**src/rtl/uart_cmd_pkg.sv**
```systemverilog
// Shared constants and FSM state type for the UART byte-command initiator.
// Command opcodes, script lengths and the sequencer state encoding.
package uart_cmd_pkg;

  localparam logic [7:0] CMD_UW_REG0  = 8'h40;
  localparam logic [7:0] CMD_UR_REG0  = 8'h50;
  localparam logic [7:0] CMD_SDRAM_WR = 8'hA0;
  localparam logic [7:0] CMD_SDRAM_RD = 8'hA1;

  localparam logic [3:0] WR_LEN = 4'd11;
  localparam logic [3:0] RD_LEN = 4'd9;

  typedef enum logic [2:0] {
    ST_IDLE,
    ST_SEND,
    ST_WAIT_TX,
    ST_GAP,
    ST_WAIT_RX,
    ST_RESP
  } state_t;

endpackage

```
**src/rtl/uart_cmd_script.sv**
```systemverilog
// Combinational script generator: maps a byte index plus the request fields
// to the command byte, an end-of-script flag and a readback-opcode flag.
module uart_cmd_script
  import uart_cmd_pkg::*;
(
  input  logic [3:0]  i_idx,
  input  logic        i_write,
  input  logic [23:0] i_addr,
  input  logic [15:0] i_wdata,
  output logic [7:0]  o_byte,
  output logic        o_last,
  output logic        o_is_readback
);

  always_comb begin
    o_byte        = '0;
    o_last        = 1'b0;
    o_is_readback = 1'b0;
    if (i_write) begin
      o_last = (i_idx == (WR_LEN - 4'd1));
      case (i_idx)
        4'd0:    o_byte = CMD_UW_REG0;
        4'd1:    o_byte = i_wdata[7:0];
        4'd2:    o_byte = CMD_UW_REG0 + 8'd1;
        4'd3:    o_byte = i_wdata[15:8];
        4'd4:    o_byte = CMD_UW_REG0 + 8'd2;
        4'd5:    o_byte = i_addr[7:0];
        4'd6:    o_byte = CMD_UW_REG0 + 8'd3;
        4'd7:    o_byte = i_addr[15:8];
        4'd8:    o_byte = CMD_UW_REG0 + 8'd4;
        4'd9:    o_byte = i_addr[23:16];
        4'd10:   o_byte = CMD_SDRAM_WR;
        default: o_byte = '0;
      endcase
    end else begin
      o_last = (i_idx == (RD_LEN - 4'd1));
      case (i_idx)
        4'd0:    o_byte = CMD_UW_REG0 + 8'd2;
        4'd1:    o_byte = i_addr[7:0];
        4'd2:    o_byte = CMD_UW_REG0 + 8'd3;
        4'd3:    o_byte = i_addr[15:8];
        4'd4:    o_byte = CMD_UW_REG0 + 8'd4;
        4'd5:    o_byte = i_addr[23:16];
        4'd6:    o_byte = CMD_SDRAM_RD;
        4'd7: begin
          o_byte        = CMD_UR_REG0;
          o_is_readback = 1'b1;
        end
        4'd8: begin
          o_byte        = CMD_UR_REG0 + 8'd1;
          o_is_readback = 1'b1;
        end
        default: o_byte = '0;
      endcase
    end
  end

endmodule

```
**src/rtl/uart_cmd_master.sv**
```systemverilog
// Host-side UART command initiator: turns single-word SDRAM requests into
// the MCU's register-load / execute / readback byte sequences.
module uart_cmd_master
  import uart_cmd_pkg::*;
#(
  parameter int unsigned GAP_CYCLES = 16,
  parameter int unsigned RX_TIMEOUT = 2000000
) (
  input  logic        sys_clk,
  input  logic        sys_rst,
  input  logic        req_valid,
  output logic        req_ready,
  input  logic        req_write,
  input  logic [23:0] req_addr,
  input  logic [15:0] req_wdata,
  output logic        rsp_valid,
  output logic [15:0] rsp_rdata,
  output logic        rsp_timeout,
  output logic        tx_send,
  output logic [7:0]  tx_data,
  input  logic        tx_done,
  input  logic        rx_valid,
  input  logic [7:0]  rx_data,
  output logic        busy
);

  localparam int unsigned GW = $clog2(GAP_CYCLES + 1);
  localparam int unsigned TW = $clog2(RX_TIMEOUT + 1);
  localparam logic [GW-1:0] GAP_LAST = GW'(GAP_CYCLES - 1);
  localparam logic [TW-1:0] TMO_LAST = TW'(RX_TIMEOUT - 1);

  state_t        r_state, w_next;
  logic          r_ready_en;
  logic [3:0]    r_idx;
  logic          r_write;
  logic [23:0]   r_addr;
  logic [15:0]   r_wdata;
  logic          r_script_done;
  logic          r_armed, r_have, r_rb_hi;
  logic [GW-1:0] r_gap_cnt;
  logic [TW-1:0] r_tmo_cnt;
  logic [7:0]    r_tx_data;
  logic [15:0]   r_rdata;
  logic          r_timeout;

  logic          w_idle, w_accept;
  logic [3:0]    w_idx;
  logic          w_wr;
  logic [23:0]   w_addr;
  logic [15:0]   w_wdata;
  logic [7:0]    w_byte;
  logic          w_last, w_rb;
  logic          w_cap, w_cap_hi, w_gap_end, w_tmo_end;

  assign w_idle   = (r_state == ST_IDLE);
  assign w_accept = req_valid && req_ready;

  // In IDLE the script is fed from the live request so the first byte can be
  // registered into tx_data in the same cycle the request is accepted.
  assign w_idx   = w_idle ? 4'd0 : r_idx;
  assign w_wr    = w_idle ? req_write : r_write;
  assign w_addr  = w_idle ? req_addr : r_addr;
  assign w_wdata = w_idle ? req_wdata : r_wdata;

  uart_cmd_script u_script (
    .i_idx         (w_idx),
    .i_write       (w_wr),
    .i_addr        (w_addr),
    .i_wdata       (w_wdata),
    .o_byte        (w_byte),
    .o_last        (w_last),
    .o_is_readback (w_rb)
  );

  // Capture window opens on the tx_send cycle of a readback opcode.
  assign w_cap     = rx_valid && !r_have && (r_armed || (r_state == ST_SEND && w_rb));
  assign w_cap_hi  = r_armed ? r_rb_hi : w_byte[0];
  assign w_gap_end = (r_gap_cnt == GAP_LAST);
  assign w_tmo_end = (r_tmo_cnt == TMO_LAST);

  always_comb begin
    w_next = r_state;
    case (r_state)
      ST_IDLE:    if (w_accept) w_next = ST_SEND;
      ST_SEND:    w_next = ST_WAIT_TX;
      ST_WAIT_TX: if (tx_done) w_next = r_armed ? ST_WAIT_RX : ST_GAP;
      ST_GAP:     if (w_gap_end) w_next = r_script_done ? ST_RESP : ST_SEND;
      ST_WAIT_RX: begin
        if (r_have || w_cap) w_next = ST_GAP;
        else if (w_tmo_end)  w_next = ST_RESP;
      end
      ST_RESP:    w_next = ST_IDLE;
      default:    w_next = ST_IDLE;
    endcase
  end

  always_ff @(posedge sys_clk or posedge sys_rst) begin
    if (sys_rst) r_state <= ST_IDLE;
    else         r_state <= w_next;
  end

  always_ff @(posedge sys_clk or posedge sys_rst) begin
    if (sys_rst) begin
      r_ready_en    <= 1'b0;
      r_idx         <= '0;
      r_write       <= 1'b0;
      r_addr        <= '0;
      r_wdata       <= '0;
      r_script_done <= 1'b0;
      r_armed       <= 1'b0;
      r_have        <= 1'b0;
      r_rb_hi       <= 1'b0;
      r_gap_cnt     <= '0;
      r_tmo_cnt     <= '0;
      r_tx_data     <= '0;
      r_rdata       <= '0;
      r_timeout     <= 1'b0;
    end else begin
      r_ready_en <= 1'b1;
      r_gap_cnt  <= (r_state == ST_GAP) ? r_gap_cnt + GW'(1) : '0;
      r_tmo_cnt  <= (r_state == ST_WAIT_RX) ? r_tmo_cnt + TW'(1) : '0;
      if (w_next == ST_SEND) r_tx_data <= w_byte;
      if (w_accept) begin
        r_write       <= req_write;
        r_addr        <= req_addr;
        r_wdata       <= req_wdata;
        r_idx         <= '0;
        r_script_done <= 1'b0;
        r_rdata       <= '0;
        r_timeout     <= 1'b0;
      end
      if (r_state == ST_WAIT_TX && tx_done) begin
        r_idx         <= r_idx + 4'd1;
        r_script_done <= w_last;
      end
      if (r_state == ST_SEND && w_rb) begin
        r_armed <= 1'b1;
        r_rb_hi <= w_byte[0];
      end
      if (w_cap) begin
        r_have <= 1'b1;
        if (w_cap_hi) r_rdata[15:8] <= rx_data;
        else          r_rdata[7:0]  <= rx_data;
      end
      if (r_state == ST_WAIT_RX && w_next != ST_WAIT_RX) begin
        r_armed <= 1'b0;
        r_have  <= 1'b0;
      end
      if (r_state == ST_WAIT_RX && w_next == ST_RESP) begin
        r_timeout <= 1'b1;
        r_rdata   <= '0;
      end
    end
  end

  assign req_ready   = r_ready_en && w_idle;
  assign busy        = !w_idle;
  assign tx_send     = (r_state == ST_SEND);
  assign tx_data     = r_tx_data;
  assign rsp_valid   = (r_state == ST_RESP);
  assign rsp_rdata   = r_rdata;
  assign rsp_timeout = r_timeout;

endmodule

```
**config.mk**
```make
export PLATFORM = sky130hd
export DESIGN_NAME = uart_cmd_master
export DESIGN_NICKNAME = d
export VERILOG_FILES = /design/src/rtl/uart_cmd_pkg.sv /design/src/rtl/uart_cmd_script.sv /design/src/rtl/uart_cmd_master.sv
export SDC_FILE = /design/constraint.sdc
export NUM_CORES = 1
export LEC_CHECK = 0
export CELL_PAD_IN_SITES_DETAIL_PLACEMENT = 2
export CELL_PAD_IN_SITES_GLOBAL_PLACEMENT = 2
export CORE_ASPECT_RATIO = 1.4
export CORE_MARGIN = 1
export CORE_UTILIZATION = 36
export CTS_CLUSTER_SIZE = 16
export DETAILED_ROUTE_END_ITERATION = 10
export HOLD_SLACK_MARGIN = 0.1
export PLACE_DENSITY_LB_ADDON = 0.1
export SYNTH_ARGS = -nofsm -noshare
export SYNTH_HDL_FRONTEND = slang
export SYNTH_SLANG_ARGS = --single-unit
```
**constraint.sdc**
```tcl
create_clock -name sys_clk -period 6.2 [get_ports sys_clk]
set_clock_uncertainty 0.15 [all_clocks]
set_input_delay 0.93 -clock sys_clk [delete_from_list [all_inputs] [get_ports sys_clk]]
set_output_delay 0.93 -clock sys_clk [all_outputs]
set_load 0.05 [all_outputs]
```
==> metrics.md, run 1 <==
| Metric | Value |
|---|---|
| Clk_lat worst skew | `0.36 ns` |
| Die H | `147.1 um` |
| CTS Root Cell | `clkbuf_16` |
| Core area | `14,570 um2` |
| Slew Viols, Final | `0` |
| GRT Util Overall | `22.81%` |
| Area post-placement | `6381 um2` |
| Register Area | `2603 um2` |
| Synth async-reset ratio | `100.0%` |
| Chip width | `105.7 um` |
| Finished Core Util | `45.82%` |
| # fillers | `1,582` |
| EDFF count, synth | `0` |
| First DRT Iteration DRCs | `153` |
| Largest net degree at the start of global routing | `66` |
| Grt met2 use | `43.95%` |
| Main synth FF type | `dfrtp_1` |
| Post_cts resized | `0` |
| Final Hold Vio Count | `0` |
| Min-delay worst type | `reg -> reg` |
| Area of the multi-input gates | `2629 um2` |
| Largest area contributor in the netlist | `dfrtp_1` |
| Cell area after layout | `6678 um2` |
| #FFs+latches synth | `104` |
| Tightest Pin Transition | `1.125 ns` |
| Mapped Nets | `635` |
| Die area | `15,550 um2` |
| Via density | `5.446` |
| Met3 Usage GRT | `2.085%` |
| Final period utilization | `61.06%` |
| Global-route wire length before repair | `27,310 um` |
| Reg clk slew, reported paths | `0.07 ns` |
| DR vias | `4,564` |
| Post-route ant nets | `0` |
| Antenna cells | `0` |
| Post-synth top cells | `nand2_1, dfrtp_1, nor2_1, and3_1, o21ai_0` |
| Lkg Pwr | `3.003 nW` |
| Final setup violation count | `0` |
| Synthesized area | `5416 um2` |
| Req. time, crit path | `5.12 ns` |
| Clock buffer depth | `2` |
| Hpwl dp | `12,170 um` |
| Number of distinct library cells after synthesis | `65` |
| Max_cap viols | `0` |
| Sink Count | `104` |
| Startpoint types | `register` |
| Worst Setup End Kind | `output pin` |
| Status | `completed` |
| Final wirelength | `16,760 um` |
| Fin crit period | `3.785 ns` |
| Setup Crit Path Kind | `reg -> out` |
| Max_slew headroom | `25.01%` |
| Post-CTS Setup Inserts | `0` |
| Vias in the first global route | `5,153` |
| DRC errors left | `0` |
| Fmax | `264.2 MHz` |
| Critical Path AT | `2.71 ns` |
| Cell Pwr Density | `409.8 nW/um2` |
| Final GP Congestion | `0.8280` |
| Gate Count Post-Synth | `577` |
| Syn-to-layout area delta | `23.28%` |
| Initial antenna violation count | `0` |
| Routed len/inst | `20.00 um` |
| Ranking of synthesized cells by area | `dfrtp_1, nand2_1, mux2i_1` |
| Max rail drop VDD | `0.1876 mV` |
| Initial Utilization | `37.17%` |
| Met1 Usage GRT | `24.67%` |
| Mean area per synthesized cell | `9.387 um2` |
| CTS tree | `yes` |
| Fraction of layout cells with a size suffix above 1 | `9.091%` |
| Setup_tns | `0 ns` |
| Yosys warning count | `0` |
| H-tree Lvls | `3` |
| RSZ-0062 raised after global routing | `false` |
| Pre-antenna DRT Iters | `6` |
| Io pins | `83` |
| Rows | `52` |
| Yosys top cell area share | `48.05%` |
| Nets | `702` |
| Maximum fanout along the worst path | `17` |
| Gr busiest metal | `met2` |
| Post-CTS Hold Buffers | `0` |
| Register area share after synthesis | `48.05%` |
| Clock buffer count from CTS | `9` |
| Number of port buffers | `82` |
| Total gr overflow | `0` |
| Count leader, synth | `nand2_1` |
[worst paths after layout]
kind,cells past startpoint,start,endpoint,slack (ns)
setup / recovery,3,r_state[1],busy,2.41
hold / removal,1,r_gap_cnt[0],r_gap_cnt[0],0.31
setup reg to reg,4,r_state[1],rsp_rdata[10],2.86
hold reg to reg,1,r_gap_cnt[0],r_gap_cnt[0],0.31
max in group asynchronous,3,sys_rst,r_ready_en,3.89
min in group asynchronous,2,sys_rst,r_tmo_cnt[16],0.94
[per-stage QoR]
step	std cells	setup WS (ns)	hold slack [ns]	power, mW
finish	838	2.415	0.3136	2.737
global route	838	2.337	0.3397	2.904
CTS	838	2.442	0.3138	2.774
detailed placement	822	2.845	0.3046	2.171
global placement	822	2.870	0.2947	2.119
floorplan	577	2.388	0.2829	1.782
[critical path, stage by stage (launching register included)]
cell	delay, ns
dfrtp_1	0.52
nor3_4	0.72
inv_2	0.31
clkdlybuf4s50_1	0.80
[routing by layer]
layer	up-vias	routed length, um	share of wire (%)
li1	2121	-	-
met1	2341	6333	38
met2	73	9582	57
met3	29	297	1.8
met4	0	548	3.3
met5	-	0	0
[cells in the final DEF (no fill, tap or decap), types with 8 or more instances in the layout]
cell type / n
nand2_1: 146
xor2_1: 10
nand3_1: 15
nor2_1: 31
inv_1: 14
a21oi_1: 17
dfrtp_1: 104
clkbuf_16: 9
clkdlybuf4s50_1: 82
and3_1: 25
mux2i_1: 18
mux2_4: 8
o21ai_0: 25
mux2_2: 12
[area by class of cell]
type,instances,area share [%]
Multi-Input combinational cell,427,39.37
Clock buffer,10,3.429
Tap cell,189,3.541
Inverter,16,0.9369
Sequential cell,104,38.97
Timing Repair Buffer,86,12.74
Clock inverter,6,1.012
[state kept, by name, summed over array words and instances, names as in the netlist]
name / cells
rsp_rdata: 16
r_ready_en: 1
r_tmo_cnt: 21
r_script_done: 1
r_armed: 1
r_wdata: 16
tx_data: 8
rsp_timeout: 1
r_have: 1
r_idx: 4
r_state: 3
r_gap_cnt: 5
r_write: 1
r_addr: 24
r_rb_hi: 1
[kinds of logic after synthesis]
kind of cell	Yosys count	share of synthesized area [%]
flip-flops	104	48.05
adder cells (fa/ha/maj)	4	0.9240
other	1	0.06923
multiplexers	44	9.286
buffers and inverters	46	3.557
AO/OA/AOI/OAI	90	11.46
XOR/XNOR	17	2.749
AND/OR/NAND/NOR	271	23.91
[where the power goes]
| part | internal [mW] | total (mW) | switching [mW] |
|---|---|---|---|
| sequential | 0.862 | 1.05 | 0.192 |
| clock | 0.315 | 0.582 | 0.267 |
| combinational | 0.400 | 1.10 | 0.701 |
Power figures use the tool's default switching activity.
==> run 2: changes to the inputs <==
--- a/config.mk
+++ b/config.mk
@@ -9,7 +9,7 @@
 export CELL_PAD_IN_SITES_GLOBAL_PLACEMENT = 2
 export CORE_ASPECT_RATIO = 1.4
 export CORE_MARGIN = 1
-export CORE_UTILIZATION = 36
+export CORE_UTILIZATION = 30
 export CTS_CLUSTER_SIZE = 16
 export DETAILED_ROUTE_END_ITERATION = 10
 export HOLD_SLACK_MARGIN = 0.1
==> constraint.sdc (replaced) <==
create_clock -name sys_clk -period 3.1 [get_ports sys_clk]
set_clock_uncertainty 0.15 [all_clocks]
set_input_delay 0.465 -clock sys_clk [delete_from_list [all_inputs] [get_ports sys_clk]]
set_output_delay 0.465 -clock sys_clk [all_outputs]
set_load 0.05 [all_outputs]
==> run 2 against run 1 <==
Net effect: clock power is 100% higher; sequential power rose by 110%; count of clock-buffer cells in the layout up 3; via count fell by 0.72%; worst setup slack got worse by 2.3 ns; critical endpoint unchanged; largest power group unchanged; highest routed layer unchanged.
==> metrics.md, run 2 (synthesized netlist as in run 1, its figures left out) <==
| Metric | Value |
|---|---|
| CTS Root Cell | `clkbuf_16 (unchanged)` |
| Min-delay worst type | `reg -> reg (unchanged)` |
| Die H | `161.0 um (was 147.1 um)` |
| Critical Path AT | `2.38 ns (was 2.71 ns)` |
| Sw Pwr | `2.307 mW (was 1.160 mW)` |
| GRT Util Overall | `19.14% (was 22.81%)` |
| Fin crit period | `2.996 ns` |
| Cell Pwr Density | `813.1 nW/um2 (was 409.8 nW/um2)` |
| Die area | `18,600 um2 (was 15,550 um2)` |
| Final Hold Vio Count | `0 (unchanged)` |
| Worst path max stage delay | `0.71 ns (was 0.80 ns)` |
| Global-route wire length before repair | `27,080 um (was 27,310 um)` |
| Sw Share | `41.42% (was 42.39%)` |
| Reg2Reg Depth | `6 (was 4)` |
| Finished Core Util | `39.05% (was 45.82%)` |
| Final Power | `5.570 mW (was 2.737 mW)` |
| Setup_tns | `0 ns (unchanged)` |
| End of the critical path | `busy (unchanged)` |
| Clock buffer count from CTS | `9 (unchanged)` |
| Int Pwr | `3.263 mW (was 1.577 mW)` |
| DR vias | `4,531 (was 4,564)` |
| Lkg Pwr | `3.074 nW (was 3.003 nW)` |
| Maximum fanout along the worst path | `10 (was 17)` |
| Initial antenna violation count | `0 (unchanged)` |
| Total gr overflow | `0 (unchanged)` |
| Cell area after layout | `6850 um2 (was 6678 um2)` |
| Max_cap viols | `0 (unchanged)` |
| Critical path origin | `r_state[1] (unchanged)` |
| Regs by FF count | `r_addr: 24 flops, r_tmo_cnt: 21 flops (unchanged)` |
| Worst Setup End Kind | `output pin (unchanged)` |
| Fraction of layout cells with a size suffix above 1 | `10.59% (was 9.091%)` |
| Post-route ant nets | `0 (unchanged)` |
| Reg clk slew, reported paths | `0.07 ns (about the same)` |
| Commonest non-fill, non-tap cell in the layout | `nand2_1 (unchanged)` |
| H-tree Lvls | `3 (unchanged)` |
| Setup Crit Path Kind | `reg -> out (unchanged)` |
| Status | `completed (unchanged)` |
| Syn-to-layout area delta | `26.47% (was 23.28%)` |
| Final setup violation count | `0 (unchanged)` |
| Antenna cells | `0 (unchanged)` |
| Post-CTS Hold Buffers | `0 (unchanged)` |
| First DRT Iteration DRCs | `151 (was 153)` |
| Largest net degree at the start of global routing | `62 (was 66)` |
| Core area | `17,540 um2 (was 14,570 um2)` |
| Routed len/inst | `18.57 um (was 20.00 um)` |
| DRC errors left | `0 (unchanged)` |
| Max_slew headroom | `24.51% (was 25.01%)` |
| Final wirelength | `16,660 um (was 16,760 um)` |
| Clock power share | `21.0% (was 21.2%)` |
| Area post-placement | `6551 um2 (was 6381 um2)` |
| Clk_lat worst skew | `0.35 ns (was 0.36 ns)` |
| Largest Register | `r_addr (unchanged)` |
| Hold WS | `0.3286 ns (was 0.3136 ns)` |
| Via density | `5.051 (was 5.446)` |
| Tightest Pin Transition | `1.130 ns (was 1.125 ns)` |
| Combinational share of power | `40.0% (was 40.2%)` |
| Pre-antenna DRT Iters | `4 (was 6)` |
| Post-CTS Setup Inserts | `0 (unchanged)` |
| Max rail drop VDD | `0.3128 mV (was 0.1876 mV)` |
| Fmax | `333.8 MHz` |
| Startpoint types | `register (unchanged)` |
| Worst r2r src | `r_state[2] (was r_state[1])` |
| Req. time, crit path | `2.48 ns (was 5.12 ns)` |
| Most frequent cells in the layout | `nand2_1, dfrtp_1, clkdlybuf4s50_1 (unchanged)` |
| Nets | `715 (was 702)` |
| Number of port buffers | `82 (unchanged)` |
| Slew Viols, Final | `0 (unchanged)` |
| Sink Count | `104 (unchanged)` |
| Io pins | `83 (unchanged)` |
| Critical path's slowest cell | `clkdlybuf4s50_1 (unchanged)` |
| R2R Setup Slk | `0.28 ns (was 2.86 ns)` |
| Max reg flops | `24 (unchanged)` |
| Hpwl dp | `12,510 um (was 12,170 um)` |
| Initial Utilization | `30.87% (was 37.17%)` |
| R2R Path End | `rsp_rdata[5] (was rsp_rdata[10])` |
| Final GP Congestion | `0.8135 (was 0.8280)` |
| Clock buffer depth | `2 (unchanged)` |
| RSZ-0062 raised after global routing | `false (unchanged)` |
| Crit-path cells | `nor3_4, inv_2, buf_4, clkdlybuf4s50_1 (was nor3_4, inv_2, clkdlybuf4s50_1)` |
| Sequential power share | `39.0% (was 38.5%)` |
| Vias in the first global route | `5,043 (was 5,153)` |
| Rows | `57 (was 52)` |
| CTS tree | `yes (unchanged)` |
| Final period utilization | `96.65%` |
| Chip width | `115.6 um (was 105.7 um)` |
| Post_cts resized | `0 (unchanged)` |
run 2: changes by cell type in the layout (fill, tap and decap cells not counted), sizes merged:
cell,before,now
clkinvlp,2,1
clkbuf,10,13
clkinv,2,1
inv,17,15
buf,4,17
run 2: stage by stage:
step | worst slack, ns | std cells
3_3_place_gp | 0.2721 | 882
3_5_place_dp | 0.2203 | 882
2_1_floorplan | 0.2456 | 577
6_report | 0.1039 | 897
5_1_grt | 0.03172 | 897
4_1_cts | 0.09011 | 897
run 2: critical path: cells and delay by family (launching register included):
family | cells | cell delay, ns
DFF | 1 | 0.50
and+or+nand+nor | 1 | 0.46
buffers and inverters | 3 | 1.07
run 2: power by group through the flow:
stage / clock, mW / sequential, mW / combinational (mW)
2_1_floorplan: 0 / 2.17 / 1.39
3_3_place_gp: 0 / 2.20 / 2.19
3_5_place_dp: 0 / 2.21 / 2.25
4_1_cts: 1.22 / 2.19 / 2.27
5_1_grt: 1.27 / 2.23 / 2.45
6_report: 1.17 / 2.17 / 2.23
run 2: worst min-delay path by stage:
stage / startpoint / endpoint / slack [ns] / cells past startpoint
6_report: r_gap_cnt[0] / r_gap_cnt[0] / 0.33 / 1
5_1_grt: sys_rst / rsp_rdata[6] / 0.36 / 2
4_1_cts: sys_rst / rsp_rdata[6] / 0.34 / 2
3_5_place_dp: r_wdata[4] / r_wdata[4] / 0.33 / 2
3_3_place_gp: r_gap_cnt[0] / r_gap_cnt[0] / 0.30 / 1
2_1_floorplan: r_gap_cnt[0] / r_gap_cnt[0] / 0.28 / 1
run 2: cell type report:
cell class	count	area, um2
repair buffers	99	960.9
inverters	16	63.81
flip-flops and latches	104	2603
clock buffers	13	260.3
well taps	236	295.3
multi-input cells	427	2629
fillers	1981	10690
clock inverters	2	38.79
run 2: routing by layer:
layer	track usage, %	part of all wire (%)	vias to the layer above
met5	0	0	-
met4	7.379	2.6	0
met3	3.377	2.6	26
met2	35.11	55	72
met1	21.57	39	2287
li1	-	-	2146
==> run 3: changes to the inputs <==
--- a/config.mk
+++ b/config.mk
@@ -17,3 +17,4 @@
 export SYNTH_ARGS = -nofsm -noshare
 export SYNTH_HDL_FRONTEND = slang
 export SYNTH_SLANG_ARGS = --single-unit
+export TNS_END_PERCENT = 10
==> results of run 3 <==
The final DEF is identical to that of run 2; final timing and power are the same.
